## src/rtl/pwm_duty_sequencer_if.sv

```systemverilog
// Target-duty configuration handshake between the CPU register block and pwm_duty_sequencer.
interface pwm_duty_sequencer_if #(
    parameter int unsigned W = 32
);
    logic         Cfg_Valid;
    logic         Cfg_Ready;
    logic [W-1:0] Cfg_Duty_0;
    logic [W-1:0] Cfg_Duty_1;
    logic [W-1:0] Cfg_Duty_2;

    modport master (
        output Cfg_Valid,
        output Cfg_Duty_0,
        output Cfg_Duty_1,
        output Cfg_Duty_2,
        input  Cfg_Ready
    );

    modport slave (
        input  Cfg_Valid,
        input  Cfg_Duty_0,
        input  Cfg_Duty_1,
        input  Cfg_Duty_2,
        output Cfg_Ready
    );
endinterface

```

## src/rtl/pwm_duty_sequencer.sv

```systemverilog
// Three-phase PWM duty sequencer: ramps duties toward targets on period sync events, handles fault shutdown.
// Optional soft stop (ramp-down before IDLE) enabled by defining PWM_SEQ_SOFTSTOP_EN.
module pwm_duty_sequencer #(
    parameter int unsigned W = 32
) (
    input  logic                 Clk,
    input  logic                 Reset_n,
    input  logic                 Start,
    input  logic                 Stop,
    input  logic                 Fault,
    input  logic                 Fault_Clear,
    pwm_duty_sequencer_if.slave  cfg,
    input  logic [W-1:0]         Ramp_Step,
    input  logic                 Period_Sync,
    output logic                 Interrupt_Clear,
    output logic [W-1:0]         Duty_0,
    output logic [W-1:0]         Duty_1,
    output logic [W-1:0]         Duty_2,
    output logic                 Pwm_Enable,
    output logic                 Busy,
    output logic                 Fault_Latched
);

    localparam int unsigned NCH = 3;

    typedef enum logic [1:0] {
        ST_IDLE     = 2'd0,
        ST_RUN      = 2'd1,
`ifdef PWM_SEQ_SOFTSTOP_EN
        ST_STOPPING = 2'd2,
`endif
        ST_FAULT    = 2'd3
    } state_e;

    state_e       state_q;
    state_e       state_d;
    logic [W-1:0] duty_q   [NCH];
    logic [W-1:0] duty_d   [NCH];
    logic [W-1:0] target_q [NCH];
    logic [W-1:0] target_d [NCH];
    logic         sync_q;
    logic         sync_qq;
    logic         sync_event;
    logic         accept;
    logic         cfg_ready_q;
    logic         int_clr_q;
    logic         en_q;
    logic         en_d;
    logic         busy_q;
    logic         busy_d;
    logic         fault_q;

    // One step toward tgt, never past it; a zero step means jump straight there.
    function automatic logic [W-1:0] step_toward(input logic [W-1:0] cur,
                                                 input logic [W-1:0] tgt,
                                                 input logic [W-1:0] step);
        logic [W-1:0] diff;
        logic [W-1:0] mag;
        diff = (tgt >= cur) ? (tgt - cur) : (cur - tgt);
        mag  = ((step == '0) || (step > diff)) ? diff : step;
        return (tgt >= cur) ? (cur + mag) : (cur - mag);
    endfunction

    assign sync_event = sync_q & ~sync_qq;
    assign accept     = cfg.Cfg_Valid & cfg_ready_q;

`ifdef PWM_SEQ_SOFTSTOP_EN
    logic all_zero;
    assign all_zero = ((duty_q[0] | duty_q[1] | duty_q[2]) == '0);
`endif

    // State register
    always_ff @(posedge Clk) begin
        if (!Reset_n) begin
            state_q <= ST_IDLE;
        end else begin
            state_q <= state_d;
        end
    end

    // Next state, next duties/targets and registered-output values
    always_comb begin
        state_d = state_q;
        en_d    = 1'b0;
        busy_d  = 1'b0;
        for (int i = 0; i < NCH; i++) begin
            duty_d[i]   = duty_q[i];
            target_d[i] = target_q[i];
        end

        if (accept) begin
            target_d[0] = cfg.Cfg_Duty_0;
            target_d[1] = cfg.Cfg_Duty_1;
            target_d[2] = cfg.Cfg_Duty_2;
        end

        if (Fault) begin
            state_d = ST_FAULT;
        end else begin
            case (state_q)
                ST_IDLE: begin
                    if (Start && !Stop) state_d = ST_RUN;
                end
                ST_RUN: begin
                    if (Stop) begin
`ifdef PWM_SEQ_SOFTSTOP_EN
                        state_d = ST_STOPPING;
`else
                        state_d = ST_IDLE;
`endif
                    end else if (sync_event) begin
                        // Step uses the registered targets so a same-cycle accept waits for the next event
                        for (int i = 0; i < NCH; i++) begin
                            duty_d[i] = step_toward(duty_q[i], target_q[i], Ramp_Step);
                        end
                    end
                end
`ifdef PWM_SEQ_SOFTSTOP_EN
                ST_STOPPING: begin
                    if (all_zero) begin
                        state_d = ST_IDLE;
                    end else if (sync_event) begin
                        for (int i = 0; i < NCH; i++) begin
                            duty_d[i] = step_toward(duty_q[i], W'(0), Ramp_Step);
                        end
                    end
                end
`endif
                ST_FAULT: begin
                    if (Fault_Clear) state_d = ST_IDLE;
                end
                default: state_d = ST_IDLE;
            endcase
        end

        case (state_d)
            ST_RUN: en_d = 1'b1;
`ifdef PWM_SEQ_SOFTSTOP_EN
            ST_STOPPING: begin
                en_d = 1'b1;
                for (int i = 0; i < NCH; i++) target_d[i] = W'(0);
            end
`endif
            default: begin
                for (int i = 0; i < NCH; i++) duty_d[i] = W'(0);
            end
        endcase

        if (state_d == ST_RUN) begin
            for (int i = 0; i < NCH; i++) begin
                if (duty_d[i] != target_d[i]) busy_d = 1'b1;
            end
        end
    end

    // Datapath and output registers
    always_ff @(posedge Clk) begin
        if (!Reset_n) begin
            for (int i = 0; i < NCH; i++) begin
                duty_q[i]   <= W'(0);
                target_q[i] <= W'(0);
            end
            sync_q      <= 1'b0;
            sync_qq     <= 1'b0;
            int_clr_q   <= 1'b0;
            cfg_ready_q <= 1'b1;
            en_q        <= 1'b0;
            busy_q      <= 1'b0;
            fault_q     <= 1'b0;
        end else begin
            for (int i = 0; i < NCH; i++) begin
                duty_q[i]   <= duty_d[i];
                target_q[i] <= target_d[i];
            end
            sync_q      <= Period_Sync;
            sync_qq     <= sync_q;
            int_clr_q   <= sync_event;
            cfg_ready_q <= (state_d == ST_IDLE) || (state_d == ST_RUN);
            en_q        <= en_d;
            busy_q      <= busy_d;
            fault_q     <= (state_d == ST_FAULT);
        end
    end

    assign Duty_0          = duty_q[0];
    assign Duty_1          = duty_q[1];
    assign Duty_2          = duty_q[2];
    assign Pwm_Enable      = en_q;
    assign Busy            = busy_q;
    assign Fault_Latched   = fault_q;
    assign Interrupt_Clear = int_clr_q;
    assign cfg.Cfg_Ready   = cfg_ready_q;

endmodule

```

## src/flat_wrapper.sv

```systemverilog
// flat-port wrapper written by rule: the top's interface ports become plain ports
module pwm_duty_sequencer_flat 
#(
    parameter int unsigned W = 32
)
  (Clk, Reset_n, Start, Stop, Fault, Fault_Clear, Ramp_Step, Period_Sync, Interrupt_Clear, Duty_0, Duty_1, Duty_2, Pwm_Enable, Busy, Fault_Latched, cfg_Cfg_Valid, cfg_Cfg_Duty_0, cfg_Cfg_Duty_1, cfg_Cfg_Duty_2, cfg_Cfg_Ready);
  pwm_duty_sequencer_if #(.W(W)) cfg_i ();
  input  logic Clk;
  input  logic Reset_n;
  input  logic Start;
  input  logic Stop;
  input  logic Fault;
  input  logic Fault_Clear;
  input  logic [W-1:0] Ramp_Step;
  input  logic Period_Sync;
  output logic Interrupt_Clear;
  output logic [W-1:0] Duty_0;
  output logic [W-1:0] Duty_1;
  output logic [W-1:0] Duty_2;
  output logic Pwm_Enable;
  output logic Busy;
  output logic Fault_Latched;
  input wire logic [$bits(cfg_i.Cfg_Valid)-1:0] cfg_Cfg_Valid;
  input wire logic [$bits(cfg_i.Cfg_Duty_0)-1:0] cfg_Cfg_Duty_0;
  input wire logic [$bits(cfg_i.Cfg_Duty_1)-1:0] cfg_Cfg_Duty_1;
  input wire logic [$bits(cfg_i.Cfg_Duty_2)-1:0] cfg_Cfg_Duty_2;
  output wire logic [$bits(cfg_i.Cfg_Ready)-1:0] cfg_Cfg_Ready;
  assign cfg_i.Cfg_Valid = cfg_Cfg_Valid;
  assign cfg_i.Cfg_Duty_0 = cfg_Cfg_Duty_0;
  assign cfg_i.Cfg_Duty_1 = cfg_Cfg_Duty_1;
  assign cfg_i.Cfg_Duty_2 = cfg_Cfg_Duty_2;
  assign cfg_Cfg_Ready = cfg_i.Cfg_Ready;
  pwm_duty_sequencer #(.W(W)) u_core (.Clk(Clk), .Reset_n(Reset_n), .Start(Start), .Stop(Stop), .Fault(Fault), .Fault_Clear(Fault_Clear), .cfg(cfg_i), .Ramp_Step(Ramp_Step), .Period_Sync(Period_Sync), .Interrupt_Clear(Interrupt_Clear), .Duty_0(Duty_0), .Duty_1(Duty_1), .Duty_2(Duty_2), .Pwm_Enable(Pwm_Enable), .Busy(Busy), .Fault_Latched(Fault_Latched));
endmodule
```

## config.mk

```make
export PLATFORM = sky130hd
export DESIGN_NAME = pwm_duty_sequencer_flat
export DESIGN_NICKNAME = d
export VERILOG_FILES = /design/src/rtl/pwm_duty_sequencer_if.sv /design/src/rtl/pwm_duty_sequencer.sv /design/src/flat_wrapper.sv
export SDC_FILE = /design/constraint.sdc
export NUM_CORES = 2
export LEC_CHECK = 0
export BUFFER_PORTS_ARGS = -buffer_cell sky130_fd_sc_hd__buf_2
export CORE_MARGIN = 1
export CORE_UTILIZATION = 50
export CTS_CLUSTER_DIAMETER = 150
export DETAILED_ROUTE_END_ITERATION = 8
export PLACE_DENSITY_LB_ADDON = 0.1
export SETUP_SLACK_MARGIN = 0.1
export SLEW_MARGIN = 20
export SYNTH_ARGS = -nofsm -noshare
export SYNTH_HDL_FRONTEND = slang
export SYNTH_SLANG_ARGS = --single-unit
export TNS_END_PERCENT = 30
```

## constraint.sdc

```tcl
create_clock -name Clk -period 14.58 [get_ports Clk]
set_input_delay 2.916 -clock Clk [delete_from_list [all_inputs] [get_ports Clk]]
set_output_delay 2.916 -clock Clk [all_outputs]
set_load 0.005 [all_outputs]
```

## Yosys cells after proc, flatten, opt, wreduce, memory -nomap -nowiden

Memory sizes are Yosys's and may differ from the RTL's.
Cells that the tools add are included.

| word-level totals | value |
|---|---|
| register bits | 9 |
| latch bits | 0 |
| memory bits (writable) | 192 |
| ROM bits | 0 |
| input port bits | 136 |
| output and inout port bits | 101 |
| memories kept | 2 |

Memories:

| memory | words | width | read ports | clocked after Yosys merged registers in | write ports | line | text |
|---|---|---|---|---|---|---|---|
| u_core.duty_q | 3 | 32 | 3 | 0 | 3 | pwm_duty_sequencer.sv:37 | `logic [W-1:0] duty_q [NCH];` |
| u_core.target_q | 3 | 32 | 3 | 0 | 3 | pwm_duty_sequencer.sv:39 | `logic [W-1:0] target_q [NCH];` |

| cells by class | value |
|---|---|
| $add $sub $neg | 12 |
| multiply operators | 0 |
| divide/modulo/power cells | 0 |
| order comparisons | 6 |
| eq/ne operators | 7 |
| shift operators | 0 |
| mux-type cells | 32 |
| bitwise gates (word level) | 9 |
| reduce and logical (&&, ||, !) cells | 10 |

Operators with widths:

| kind | number |
|---|---|
| $mux 96 | 6 |
| $mux 32 | 15 |
| $sub 32x32->32 | 9 |
| $add 32x32->32 | 3 |
| $ge 32x32->1 | 3 |
| $gt 32x32->1 | 3 |
| $ne 32x32->1 | 3 |
| $logic_not 32->1 | 1 |
| $mux 2 | 4 |
| $mux 1 | 6 |
| $or 1x1->1 | 6 |
| $pmux 2 s3 | 1 |
| $eq 2x1->1 const B | 2 |
| $eq 2x2->1 const B | 2 |
| $logic_not 2->1 | 2 |
| $logic_or 1x1->1 | 4 |
| $and 1x1->1 | 2 |
| $reduce_and 2->1 | 1 |
| $logic_and 1x1->1 | 1 |
| $logic_not 1->1 | 1 |
| $not 1->1 | 1 |

## Logic depth before layout (Yosys ltp)

| depth | value |
|---|---|
| depth after elaboration | 16 |
| gate-level depth with buffers | 57 |
| mapped depth without buffers | 51 |

## Worst setup path before layout

OpenSTA, ideal clock, no wires.

| path | value |
|---|---|
| path type | register to register |
| start | memory u_core.duty_q[0][5] |
| end | register u_core.busy_q, in the netlist u_core.Busy |
| data arrival time | 10979 ps |
| data required time | 14447 ps |
| path slack | 3468 ps |
| stages on the path, launching flop included | 57 |
| buffers on the path | 10 |
| cells stage by stage | dfxtp_1 inv_1 ha_1 buf_6 nand4_4 or4_4 a211o_1 and3b_1 buf_6 nand2_4 buf_6 buf_4 buf_2 o21ai_0 o211ai_1 xor2_1 inv_1 ha_1 (+21 left out) ha_1 a21o_1 a21o_1 a221o_1 a21o_1 a31o_2 xnor2_1 nor2_1 a31oi_1 xor2_1 a2111o_1 nor4_1 nand4_1 or4_1 nor2_1 nand4_1 nor3_1 a31oi_1 |

RTL lines:

| item | line | text |
|---|---|---|
| from (decl) | pwm_duty_sequencer.sv:37 |  |
| to (signal assigned) | pwm_duty_sequencer.sv:180 | `busy_q <= busy_d;` |
| to (decl) | pwm_duty_sequencer.sv:49 | `logic busy_q;` |

==> impl_metrics.env <==
export IMPL_status="finished clean"
export IMPL_leakage_uw=0.0153
export IMPL_ys_async_sr_fraction_pct=0
export IMPL_fin_nets=4994
export IMPL_grt_antenna_before_repair=4
export IMPL_avgSynthCellArea_um2=7.12
export IMPL_core_um2=60700
export IMPL_p_comb_share_pct=69.6
export IMPL_pwr_share_clk_pct=17.1
export IMPL_worst_setup_path_type="flip-flop to flip-flop"
export IMPL_grt_overflow_total=0
export IMPL_power_total_uw=4450
export IMPL_period_share_pct=93.1
export IMPL_finClkSkew_ns=0.0462
export IMPL_ir_worst_vdd_mv=0.113
export IMPL_row_count=90
export IMPL_synth_main_ff_cell="dfxtp_1"
export IMPL_min_from="u_core.sync_qq"
export IMPL_slew_violations=0
export IMPL_cp_slowest_cell="nand2_4"
export IMPL_die_h_um=251
export IMPL_place_area_um2=32700
export IMPL_wire_per_inst_um=26.2
export IMPL_synth_top_area_share_pct=15.9
export IMPL_seq_area_um2=4020
export IMPL_cts_root_buf="clkbuf_16"
export IMPL_synth_edf_count=0
export IMPL_synth_distinct_cells=100
export IMPL_ant_nets=0
export IMPL_cts_tree="yes"
export IMPL_top_layer="met5"
export IMPL_initial_core_util_pct=51.0
export IMPL_max_cap_viol_count=0
export IMPL_synth_area_leaders="ha_1 (16%), dfxtp_1 (13%), a21oi_1 (6.6%), mux2i_1 (5.5%), o21ai_0 (5.2%)"
export IMPL_postLayoutCellArea_um2=33700
export IMPL_clock_path_buffers=3
export IMPL_fmax_mhz=73.6
export IMPL_cp_start_kind="flip-flop"
export IMPL_num_vias=34000
export IMPL_power_density_nw_per_um2=132
export IMPL_multi_input_area_um2=25000
export IMPL_routed_via_density=6.46
export IMPL_postCtsResizedCells=0
export IMPL_cts_setup_buffers=0
export IMPL_grt_pass1_vias=30900
export IMPL_drc=0
export IMPL_regToRegSetupSlack_ns=1.0
export IMPL_worstPathMaxFanout=79
export IMPL_drive_gt1_share_pct=9.59
export IMPL_dpl_hpwl_mm=111
export IMPL_setup_tns_ns=0
export IMPL_worst_slack_ns=0.999
export IMPL_routedLengthMet1_mm=59.5
export IMPL_holdPathEnd="u_core.Interrupt_Clear"
export IMPL_path_clk_slew_ns=0.06
export IMPL_cp_common_cell="ha_1"
export IMPL_endpoint_kind="flip-flop"
export IMPL_post_route_min_period_ns=13.58
export IMPL_area_delta_synth_final_pct=8.91
export IMPL_syn_area_um2=30900
export IMPL_synth_seq_cells=201
export IMPL_clk_latency_ns=0.63
export IMPL_htree_levels=1
export IMPL_reg2reg_from="u_core.duty_q[0][28]"
export IMPL_wl_mm=138
export IMPL_cts_buffers=28
export IMPL_drt_pass1_iter_count=6
export IMPL_wl_met2_mm=55.5
export IMPL_path_delay_family="simple AND/OR/NAND/NOR gates"
export IMPL_hold_depth=1
export IMPL_cp_depth=48
export IMPL_rsz0062_at_grt="no"
export IMPL_p_sw_share_pct=51.7
export IMPL_yosysTopAreaCell="ha_1"
export IMPL_worst_ep_arrival_time_ns=14.02
export IMPL_io_pin_count=237
export IMPL_cts_sinks=201
export IMPL_fin_util_pct=55.5
export IMPL_hold_path_class="flip-flop to flip-flop"
export IMPL_required_ns=15.02
export IMPL_slowest_delay_ns=0.64
export IMPL_synth_cells=4346
export IMPL_synth_most_common_cell="nor2_1"
export IMPL_port_buffer_count=236
export IMPL_seqPwrFrac_pct=13.3
export IMPL_dieArea_um2=62900
export IMPL_p_sw_uw=2300
export IMPL_grt_pass1_wl_mm=201
export IMPL_drt_iter0_drc=3910
export IMPL_place_gp_congestion=1.07
export IMPL_slew_headroom_pct=20.8
export IMPL_grt_usage_pct=42.2
export IMPL_dr_wl_met3_mm=15.7
export IMPL_reg2regPathDepth=48
export IMPL_yosysSeqAreaShare_pct=13.0
export IMPL_fillers=6183
export IMPL_p_int_uw=2150
export IMPL_worst_pin_slew_ns=1.16
export IMPL_cts_hold_buffers=0
export IMPL_ys_top_cells_by_count="nor2_1 (420), a21oi_1 (410), ha_1 (394)"
export IMPL_place_ws_ns=1.30
export IMPL_r2r_end="u_core.Busy"
export IMPL_finalSetupViolations=0
export IMPL_syn_num_nets=4885
export IMPL_grt_max_degree=80
export IMPL_die_w_um=251
export IMPL_finalHoldViolations=0
export IMPL_crit_buf_inv=3
export IMPL_yosys_warnings=0
## worst max path at each step
stage                          from     endpoint  slack (ns)
2_1_floorplan   u_core.duty_q[0][5]  u_core.Busy        3.47
3_3_place_gp   u_core.duty_q[0][28]  u_core.Busy        1.63
3_5_place_dp   u_core.duty_q[0][28]  u_core.Busy        1.30
4_1_cts        u_core.duty_q[0][28]  u_core.Busy        1.25
5_1_grt        u_core.duty_q[0][28]  u_core.Busy        0.42
6_report       u_core.duty_q[0][28]  u_core.Busy         1.0
## power by group through the flow
stage / sequential, uW / combinational [uW] / clock (uW)
5_1_grt: 593 / 3340 / 781
6_report: 592 / 3090 / 760
4_1_cts: 591 / 3000 / 764
3_5_place_dp: 603 / 2980 / 0
2_1_floorplan: 593 / 2230 / 0
3_3_place_gp: 602 / 2990 / 0
## cell families (layout without fill, tap and decap cells)
kind of cell / after synthesis / after routing / synth area share [%]
AOI/OAI and AO/OA: 1349 / 1349 / 27.7
xor gates and xnor gates: 294 / 294 / 8.37
adders and majority gates: 403 / 403 / 16.5
buffers and inverters: 519 / 648 / 6.57
DFF: 201 / 201 / 13.0
muxes: 190 / 190 / 6.28
other: 0 / 1 / 0
and+or+nand+nor: 1390 / 1390 / 21.6
## stage by stage
step,hold WS [ns],cells
after floorplan,0.409,4346
after global placement,0.462,5207
after detailed placement,0.465,5207
after CTS,0.473,5257
after global routing,0.520,5257
final,0.472,5258
## sequential cells by signal, indices dropped and copies added (netlist names)
| name | flops |
|---|---|
| u_core.sync_qq | 1 |
| u_core.Interrupt_Clear | 1 |
| u_core.target_q | 96 |
| u_core.Pwm_Enable | 1 |
| u_core.sync_q | 1 |
| u_core.duty_q | 96 |
| u_core.Fault_Latched | 1 |
| u_core.Busy | 1 |
| u_core.cfg.Cfg_Ready | 1 |
| u_core.state_q | 2 |
## worst register-to-register path: cells and delay by family (launching register included)
kind / cells / cell delay [ns]
XOR/XNOR: 2 / 0.43
AND/OR/NAND/NOR: 19 / 5.50
adder cells (fa/ha/maj): 4 / 1.40
AO/OA/AOI/OAI: 20 / 4.62
buffers and inverters: 3 / 0.92
flip-flops: 1 / 0.57
## routing by layer
layer / up-vias / global-route usage (%)
met4: 2 / 19.1
met1: 16000 / 58.8
met5: - / 0
met3: 278 / 9.49
met2: 1805 / 61.4
li1: 15900 / -
## cell type report
cell class | instances | area share (%)
Sequential cell | 201 | 11.9
Multi-Input combinational cell | 3626 | 74.1
Clock inverter | 12 | 0.538
Tap cell | 782 | 2.90
Clock buffer | 38 | 2.34
Antenna cell | 1 | 0.00743
Timing Repair Buffer | 293 | 4.78
Inverter | 305 | 3.41
## layout by cell type, fill, tap and decap left out, drive strengths merged, types with 12 or more instances in the layout
cell	count
nor2	422
a21oi	410
ha	394
nand2	375
o21ai	322
inv	303
buf	293
dfxtp	201
mux2i	170
xnor2	163
xor2	131
a21o	125
nor3	108
nand3	97
nand4	68
o21a	65
a211oi	53
a31oi	52
and2	51
nor4	42
clkbuf	38
or3	35
o211ai	35
and3	32
o21bai	32
nand2b	32
o31ai	31
nor2b	26
a21boi	21
mux2	20
or4	19
a2111oi	19
or2	17
o31a	15
a211o	12
nand3b	12
Note: power is estimated with default switching activity, not from simulation.
